### config.mk
export PLATFORM = sky130hd
export DESIGN_NAME = axis_frame_arbiter
export DESIGN_NICKNAME = d
export VERILOG_FILES = /design/src/rtl/axis_arb_pkg.sv /design/src/rtl/axis_rr_select.sv /design/src/rtl/axis_frame_arbiter.sv
export SDC_FILE = /design/constraint.sdc
export NUM_CORES = 1
export LEC_CHECK = 0
export BUFFER_PORTS_ARGS = -buffer_cell sky130_fd_sc_hd__buf_4
export CAP_MARGIN = 20
export CELL_PAD_IN_SITES_DETAIL_PLACEMENT = 0
export CELL_PAD_IN_SITES_GLOBAL_PLACEMENT = 1
export CORE_MARGIN = 5
export CORE_UTILIZATION = 21
export CTS_BUF_LIST = sky130_fd_sc_hd__clkbuf_16
export CTS_CLUSTER_DIAMETER = 50
export DETAILED_ROUTE_END_ITERATION = 10
export PLACE_DENSITY_LB_ADDON = 0.1
export SYNTH_ARGS = -nofsm -noshare
export SYNTH_HDL_FRONTEND = slang
export SYNTH_SLANG_ARGS = --single-unit
### constraint.sdc
create_clock -name clk -period 1.6 [get_ports clk]
set_clock_uncertainty 0.05 [all_clocks]
set_input_delay 0.32 -clock clk [delete_from_list [all_inputs] [get_ports clk]]
set_output_delay 0.32 -clock clk [all_outputs]
set_load 0.01 [all_outputs]
### src/rtl/axis_arb_pkg.sv
// Shared definitions for the frame-granular AXI-stream arbiter:
// FSM state encoding and an elaboration-time clog2 helper.
package axis_arb_pkg;

  typedef enum logic {
    ST_IDLE  = 1'b0,
    ST_GRANT = 1'b1
  } arb_state_e;

  function automatic int clog2(input int value);
    int r;
    r = 0;
    for (int i = 0; i < 31; i++) begin
      if ((1 << i) < value) r = i + 1;
    end
    return r;
  endfunction

endpackage

### src/rtl/axis_rr_select.sv
// Rotate-priority encoder: returns the first requester after ptr,
// wrapping modulo PORTS, so the port at ptr itself has lowest priority.
module axis_rr_select #(
  parameter int PORTS     = 2,
  parameter int IDX_WIDTH = 1
) (
  input  logic [PORTS-1:0]     req,
  input  logic [IDX_WIDTH-1:0] ptr,
  output logic                 any,
  output logic [IDX_WIDTH-1:0] idx
);

  // Two constant-index passes: ports above ptr first, then ports up to and
  // including ptr. Avoids a variable modulo in the datapath.
  always_comb begin
    any = 1'b0;
    idx = '0;
    for (int i = 0; i < PORTS; i++) begin
      if (!any && req[i] && (IDX_WIDTH'(i) > ptr)) begin
        any = 1'b1;
        idx = IDX_WIDTH'(i);
      end
    end
    for (int i = 0; i < PORTS; i++) begin
      if (!any && req[i] && (IDX_WIDTH'(i) <= ptr)) begin
        any = 1'b1;
        idx = IDX_WIDTH'(i);
      end
    end
  end

endmodule

### src/rtl/axis_frame_arbiter.sv
// Frame-granular round-robin arbiter sharing one AXI-stream sink between
// PORTS sources; a grant is held from the first beat until the tlast beat.
module axis_frame_arbiter
  import axis_arb_pkg::*;
#(
  parameter int PORTS      = 2,
  parameter int DATA_WIDTH = 8,
  parameter int IDX_WIDTH  = 1
) (
  input  logic                        clk,
  input  logic                        async_rst_n,
  input  logic [PORTS*DATA_WIDTH-1:0] input_axis_tdata,
  input  logic [PORTS-1:0]            input_axis_tvalid,
  output logic [PORTS-1:0]            input_axis_tready,
  input  logic [PORTS-1:0]            input_axis_tlast,
  input  logic [PORTS-1:0]            input_axis_tuser,
  output logic [DATA_WIDTH-1:0]       output_axis_tdata,
  output logic                        output_axis_tvalid,
  input  logic                        output_axis_tready,
  output logic                        output_axis_tlast,
  output logic                        output_axis_tuser,
  output logic                        grant_valid,
  output logic [IDX_WIDTH-1:0]        grant_index
);

  if (PORTS < 2 || PORTS > 8 || IDX_WIDTH < 1 || IDX_WIDTH < clog2(PORTS)) begin : g_bad_params
    $error("axis_frame_arbiter: PORTS must be 2..8 and IDX_WIDTH >= clog2(PORTS)");
  end

  // Handshake: a beat transfers on a rising edge where valid and ready are
  // both high. The sink's ready is routed only to the granted source, and the
  // granted source's valid only to the sink, so ungranted sources never move.
  arb_state_e           state_q;
  logic                 grant_valid_q;
  logic [IDX_WIDTH-1:0] grant_index_q;
  logic [IDX_WIDTH-1:0] ptr_q;

  logic                  rr_any;
  logic [IDX_WIDTH-1:0]  rr_idx;
  logic [DATA_WIDTH-1:0] sel_data;
  logic                  sel_valid;
  logic                  sel_last;
  logic                  sel_user;
  logic                  in_grant;
  logic                  beat_accept;

  axis_rr_select #(
    .PORTS     (PORTS),
    .IDX_WIDTH (IDX_WIDTH)
  ) u_rr_select (
    .req (input_axis_tvalid),
    .ptr (ptr_q),
    .any (rr_any),
    .idx (rr_idx)
  );

  always_comb begin
    sel_data  = '0;
    sel_valid = 1'b0;
    sel_last  = 1'b0;
    sel_user  = 1'b0;
    for (int i = 0; i < PORTS; i++) begin
      if (grant_index_q == IDX_WIDTH'(i)) begin
        sel_data  = input_axis_tdata[i*DATA_WIDTH +: DATA_WIDTH];
        sel_valid = input_axis_tvalid[i];
        sel_last  = input_axis_tlast[i];
        sel_user  = input_axis_tuser[i];
      end
    end
  end

  // Outside GRANT every output is forced to zero, which also covers reset.
  always_comb begin
    in_grant           = (state_q == ST_GRANT);
    output_axis_tvalid = in_grant & sel_valid;
    output_axis_tdata  = in_grant ? sel_data : '0;
    output_axis_tlast  = in_grant & sel_last;
    output_axis_tuser  = in_grant & sel_user;
    beat_accept        = output_axis_tvalid & output_axis_tready;
    input_axis_tready  = '0;
    for (int i = 0; i < PORTS; i++) begin
      input_axis_tready[i] = in_grant & (grant_index_q == IDX_WIDTH'(i)) & output_axis_tready;
    end
  end

  // ptr resets to the last port so port 0 wins the first arbitration.
  always_ff @(posedge clk or negedge async_rst_n) begin
    if (!async_rst_n) begin
      state_q       <= ST_IDLE;
      grant_valid_q <= 1'b0;
      grant_index_q <= '0;
      ptr_q         <= IDX_WIDTH'(PORTS - 1);
    end else begin
      case (state_q)
        ST_IDLE: begin
          if (rr_any) begin
            grant_index_q <= rr_idx;
            grant_valid_q <= 1'b1;
            state_q       <= ST_GRANT;
          end
        end
        ST_GRANT: begin
          if (beat_accept && sel_last) begin
            ptr_q         <= grant_index_q;
            grant_valid_q <= 1'b0;
            state_q       <= ST_IDLE;
          end
        end
        default: state_q <= ST_IDLE;
      endcase
    end
  end

  assign grant_valid = grant_valid_q;
  assign grant_index = grant_index_q;

endmodule
Word level (Yosys, flattened, before mapping)
Index checks and enable logic that the tools add are counted.

Add/sub/neg operators: 0. Multipliers: 0. Divide/modulo/power cells: 0. $lt $le $gt $ge: 4. Eq/ne operators: 2. Shifts and indexed selects: 0. Mux-type cells: 18. Bitwise gates (word level): 10. Reductions and logical operators: 14.

Operator list (count): $mux W8 (2); $mux W1 (14); $and A1 B1 Y1 (8); $logic_and A1 B1 Y1 (8); $reduce_and A2 Y1 (3); $pmux W1 S2 (2); $logic_not A1 Y1 (3); $gt A1 B1 Y1 const A (2); $le A1 B1 Y1 const A (2); $ne A2 B1 Y1 const B (1); $ne A2 B2 Y1 const B (1); $not A1 Y1 (2).

Register bits: 4. Latch bits: 0. Memory bits (writable): 0. ROM bits: 0. Input port bits: 25. Output and inout port bits: 15. Logic and storage cells: 52. Memories: 0.

Logic depth before layout (Yosys ltp)
Depth after elaboration: 17. Depth in mapped cells: 4. Mapped depth without buffers: 3.

Cells and area by module
Synthesis repeated with hierarchy kept, for this count alone.

Cell total of the unflattened synthesis: 40. Area total of the unflattened synthesis: 404.1 sq um.

Modules (own cells, without submodules): axis_frame_arbiter (instances 1, cells each 38, area each 390.4 sq um, seq. area each 101.3 sq um); axis_rr_select (instances 1, cells each 2, area each 13.8 sq um, seq. area each 0.0 sq um).

Worst setup path before layout
OpenSTA, ideal clock, no wires.

Kind: register to output. From: register grant_index_q, in the netlist grant_index. To: output output_axis_tlast. Arrival: 1.042 ns. Data required time: 1.230 ns. Slack: 0.188 ns. Stages on the path, launching flop included: 4. Path buffers: 1. Cell sequence: dfrtp_1 buf_6 mux2_4 and2_1.

Cells in the longest elaborated chain, start to end: 2.

RTL lines: start: declaration (RTL line axis_frame_arbiter.sv:35) `logic [IDX_WIDTH-1:0] grant_index_q;`; start signal: assignment (RTL line axis_frame_arbiter.sv:97) `grant_index_q <= rr_idx;`; $mux W1 (RTL line axis_frame_arbiter.sv:63) `if (grant_index_q == IDX_WIDTH'(i)) begin`; $and A1 B1 Y1 (RTL line axis_frame_arbiter.sv:77) `output_axis_tlast = in_grant & sel_last;`; end: declaration (RTL line axis_frame_arbiter.sv:20) `output logic output_axis_tlast,`.

No other way between the ends.

Worst setup path after layout
Ends and elaborated chain as after synthesis.

==> impl_metrics.json <==
{
  "run_status": "completed",
  "power.density_cell_area_nw_per_um2": 1690,
  "fin_setup_tns_ps": 0,
  "postRouteAntennaNets": 0,
  "clkSlewWorstSetupHoldPaths_ps": 30,
  "clock.fmax_ghz": 0.633,
  "critical_path_required_ps": 1230,
  "syn-num-nets": 66,
  "clockRootBuffer": "sky130_fd_sc_hd__clkbuf_16",
  "fp.dieH_um": 52.6,
  "drc": 0,
  "p_leak_nw": 0.451,
  "min-delay-path-class": "in -> reg",
  "tritoncts_num_sinks": 4,
  "shortest_clock_period_the_worst_path_allows_after_layout_ps": 1580,
  "synthesis.instances": 41,
  "placement.io_buffers": 39,
  "initialDrtViolationCount": 2,
  "antenna_violations_before_repair": 0,
  "synth_area_per_cell_um2": 9.28,
  "avgRoutedWirePerCell_um": 10.7,
  "chipWidth_um": 52.6,
  "io-pin-count": 40,
  "h-tree-depth": 1,
  "area.growth.synth_to_final_pct": 123,
  "numCtsBuffers": 3,
  "wire_length_of_the_first_global_routing_pass_um": 2060,
  "worst_slack_ps": 21.2,
  "setup_viol": 0,
  "crit_buf_inv": 1,
  "cts.path.max_buffers": 2,
  "clock_latency_ps": 230,
  "gr-total-overflow": 0,
  "worstSetupStartpointType": "register",
  "yosys_warnings": 0,
  "viasPerCell": 4.10,
  "first_global_vias": 501,
  "cts_tree": "yes",
  "worst-path-max-fanout": 4,
  "layoutNonFillerInstCount": 115,
  "floorplan.core_area_um2": 1730,
  "postLayoutCoreUtil_pct": 49.2,
  "numPlacedInstances": 105,
  "grt_start_max_net_pins": 14,
  "arrival_ps": 1210,
  "tightestPinTransition_ps": 171,
  "number_of_hold_violations_in_the_final_report": 0,
  "dpl_cell_area_um2": 701,
  "cp_slowest_cell": "sky130_fd_sc_hd__dfrtp_2",
  "dr_total_vias": 471,
  "drt_wl_total_um": 1230,
  "groute.usage.overall_pct": 9.96,
  "timing.final.max_slew_violations": 0,
  "synth_area_leader_cell": "sky130_fd_sc_hd__mux2i_1",
  "nNetsFinal": 116,
  "antenna_cells_inserted": 0,
  "end_kind": "output pin",
  "final_cell_area_um2": 850,
  "layout_commonest_cell": "sky130_fd_sc_hd__buf_4",
  "dp.final_hpwl_um": 997,
  "drv.max_cap_violation_count": 0,
  "post_synth_top_area_share_pct": 26.3,
  "critical-path-top-delay-family": "flip-flops",
  "ratio_of_cells_with_drive_above_1_in_the_final_layout_pct": 64.4,
  "largest_cells_by_area_after_synthesis": "sky130_fd_sc_hd__mux2i_1 26%, sky130_fd_sc_hd__dfrtp_1 20%, sky130_fd_sc_hd__nor2_1 12%, sky130_fd_sc_hd__mux2_4 7.9%, sky130_fd_sc_hd__dfstp_2 6.9%",
  "crit_path_max_incr_delay_ps": 430,
  "place.gp.congestion": 0.694,
  "criticalPathCategory": "reg -> out",
  "dpl_worst_slack_ps": 200,
  "slew_headroom_pct": 88.4,
  "synth.cell_area_um2": 380,
  "rsz_0062_raised_after_global_routing": "yes",
  "fp-row-count": 15,
  "vdd_drop_max_mv": 0.583,
  "mostFrequentLayoutCells": "44 x sky130_fd_sc_hd__buf_4, 12 x sky130_fd_sc_hd__nor2_1, 9 x sky130_fd_sc_hd__mux2i_1",
  "timing.critical_path.cells": "mux2_4 > and2_4 > buf_6",
  "fp.dieArea_um2": 2760,
  "post-route-period-util_pct": 98.7,
  "ys_seq_area_share_pct": 26.6,
  "synth_cell_type_count": 15,
  "detailedRoute.firstPassIterationCount": 4,
  "postSynthRegisterBits": 4,
  "effective_utilization_at_floorplan_pct": 22.0
}
cell type report:
class                   count  area (µm²)
fillers                   193         877
clock inverters             1        3.75
flip-flops and latches      4         103
clock buffers               3        75.1
multi-input cells          33         255
repair buffers             48         374
inverters                   1        7.51
well taps                  25        31.3
what timing repair did:
action                                 in CTS  in global routing
setup endpoints to repair                   7                 11
resized for setup                           4                  3
endpoints found under the hold margin       3                  0
pin swaps                                   0                  1
hold buffers                                1                  0
buffers inserted                            2                  3
registers in the layout (all words and copies together), names as in the netlist:
register,flops
grant_valid,1
grant_index,1
ptr_q,1
in_grant,1
worst paths after layout:
kind | from | to | slack, ps | cells after the start
max | grant_index | output_axis_tlast | 20 | 3
min | input_axis_tvalid[1] | grant_index | 330 | 2
max reg2reg | grant_index | ptr_q | 90 | 5
min reg2reg | grant_valid | grant_valid | 440 | 1
max in group asynchronous | async_rst_n | ptr_q | 920 | 2
min in group asynchronous | async_rst_n | in_grant | 390 | 2
logic make-up after synthesis:
logic type,share of synthesized area (%)
DFF,26.6
muxes,34.2
AOI/OAI and AO/OA,6.91
buffers and inverters,7.89
and+or+nand+nor,24.3
synth_stat cells:
cell / count
sky130_fd_sc_hd__o2bb2ai_1: 1
sky130_fd_sc_hd__dfrtp_1: 3
sky130_fd_sc_hd__nand4b_4: 1
sky130_fd_sc_hd__inv_1: 1
sky130_fd_sc_hd__nand2_1: 3
sky130_fd_sc_hd__dfstp_2: 1
sky130_fd_sc_hd__mux2i_1: 10
sky130_fd_sc_hd__a21boi_0: 1
sky130_fd_sc_hd__buf_6: 2
sky130_fd_sc_hd__nor2_1: 12
sky130_fd_sc_hd__and3_1: 1
sky130_fd_sc_hd__clkbuf_1: 1
sky130_fd_sc_hd__mux2_4: 2
sky130_fd_sc_hd__a32o_1: 1
sky130_fd_sc_hd__and2_1: 1
stage by stage:
stage / power [mW] / hold WS, ps
after floorplan: 0.628 / -25.6
final: 1.44 / 327
after CTS: 1.41 / 322
after detailed placement: 0.928 / 68.8
after global placement: 0.932 / 70.5
after global routing: 1.54 / 341
where the power goes:
part / internal (mW) / switching [mW]
Sequential: 0.158 / 0.0401
Clock: 0.323 / 0.0772
Combinational: 0.503 / 0.335
layer usage:
layer / vias up / wire length (µm) / track usage (%) / part of all wire (%)
met5: - / 0 / 0 / 0
met4: 0 / 17 / 5.11 / 1.4
met3: 2 / 181 / 4.27 / 15
met2: 30 / 509 / 15.5 / 41
met1: 198 / 525 / 11.5 / 43
li1: 241 / - / - / -
(Power assumes the default switching activity.)
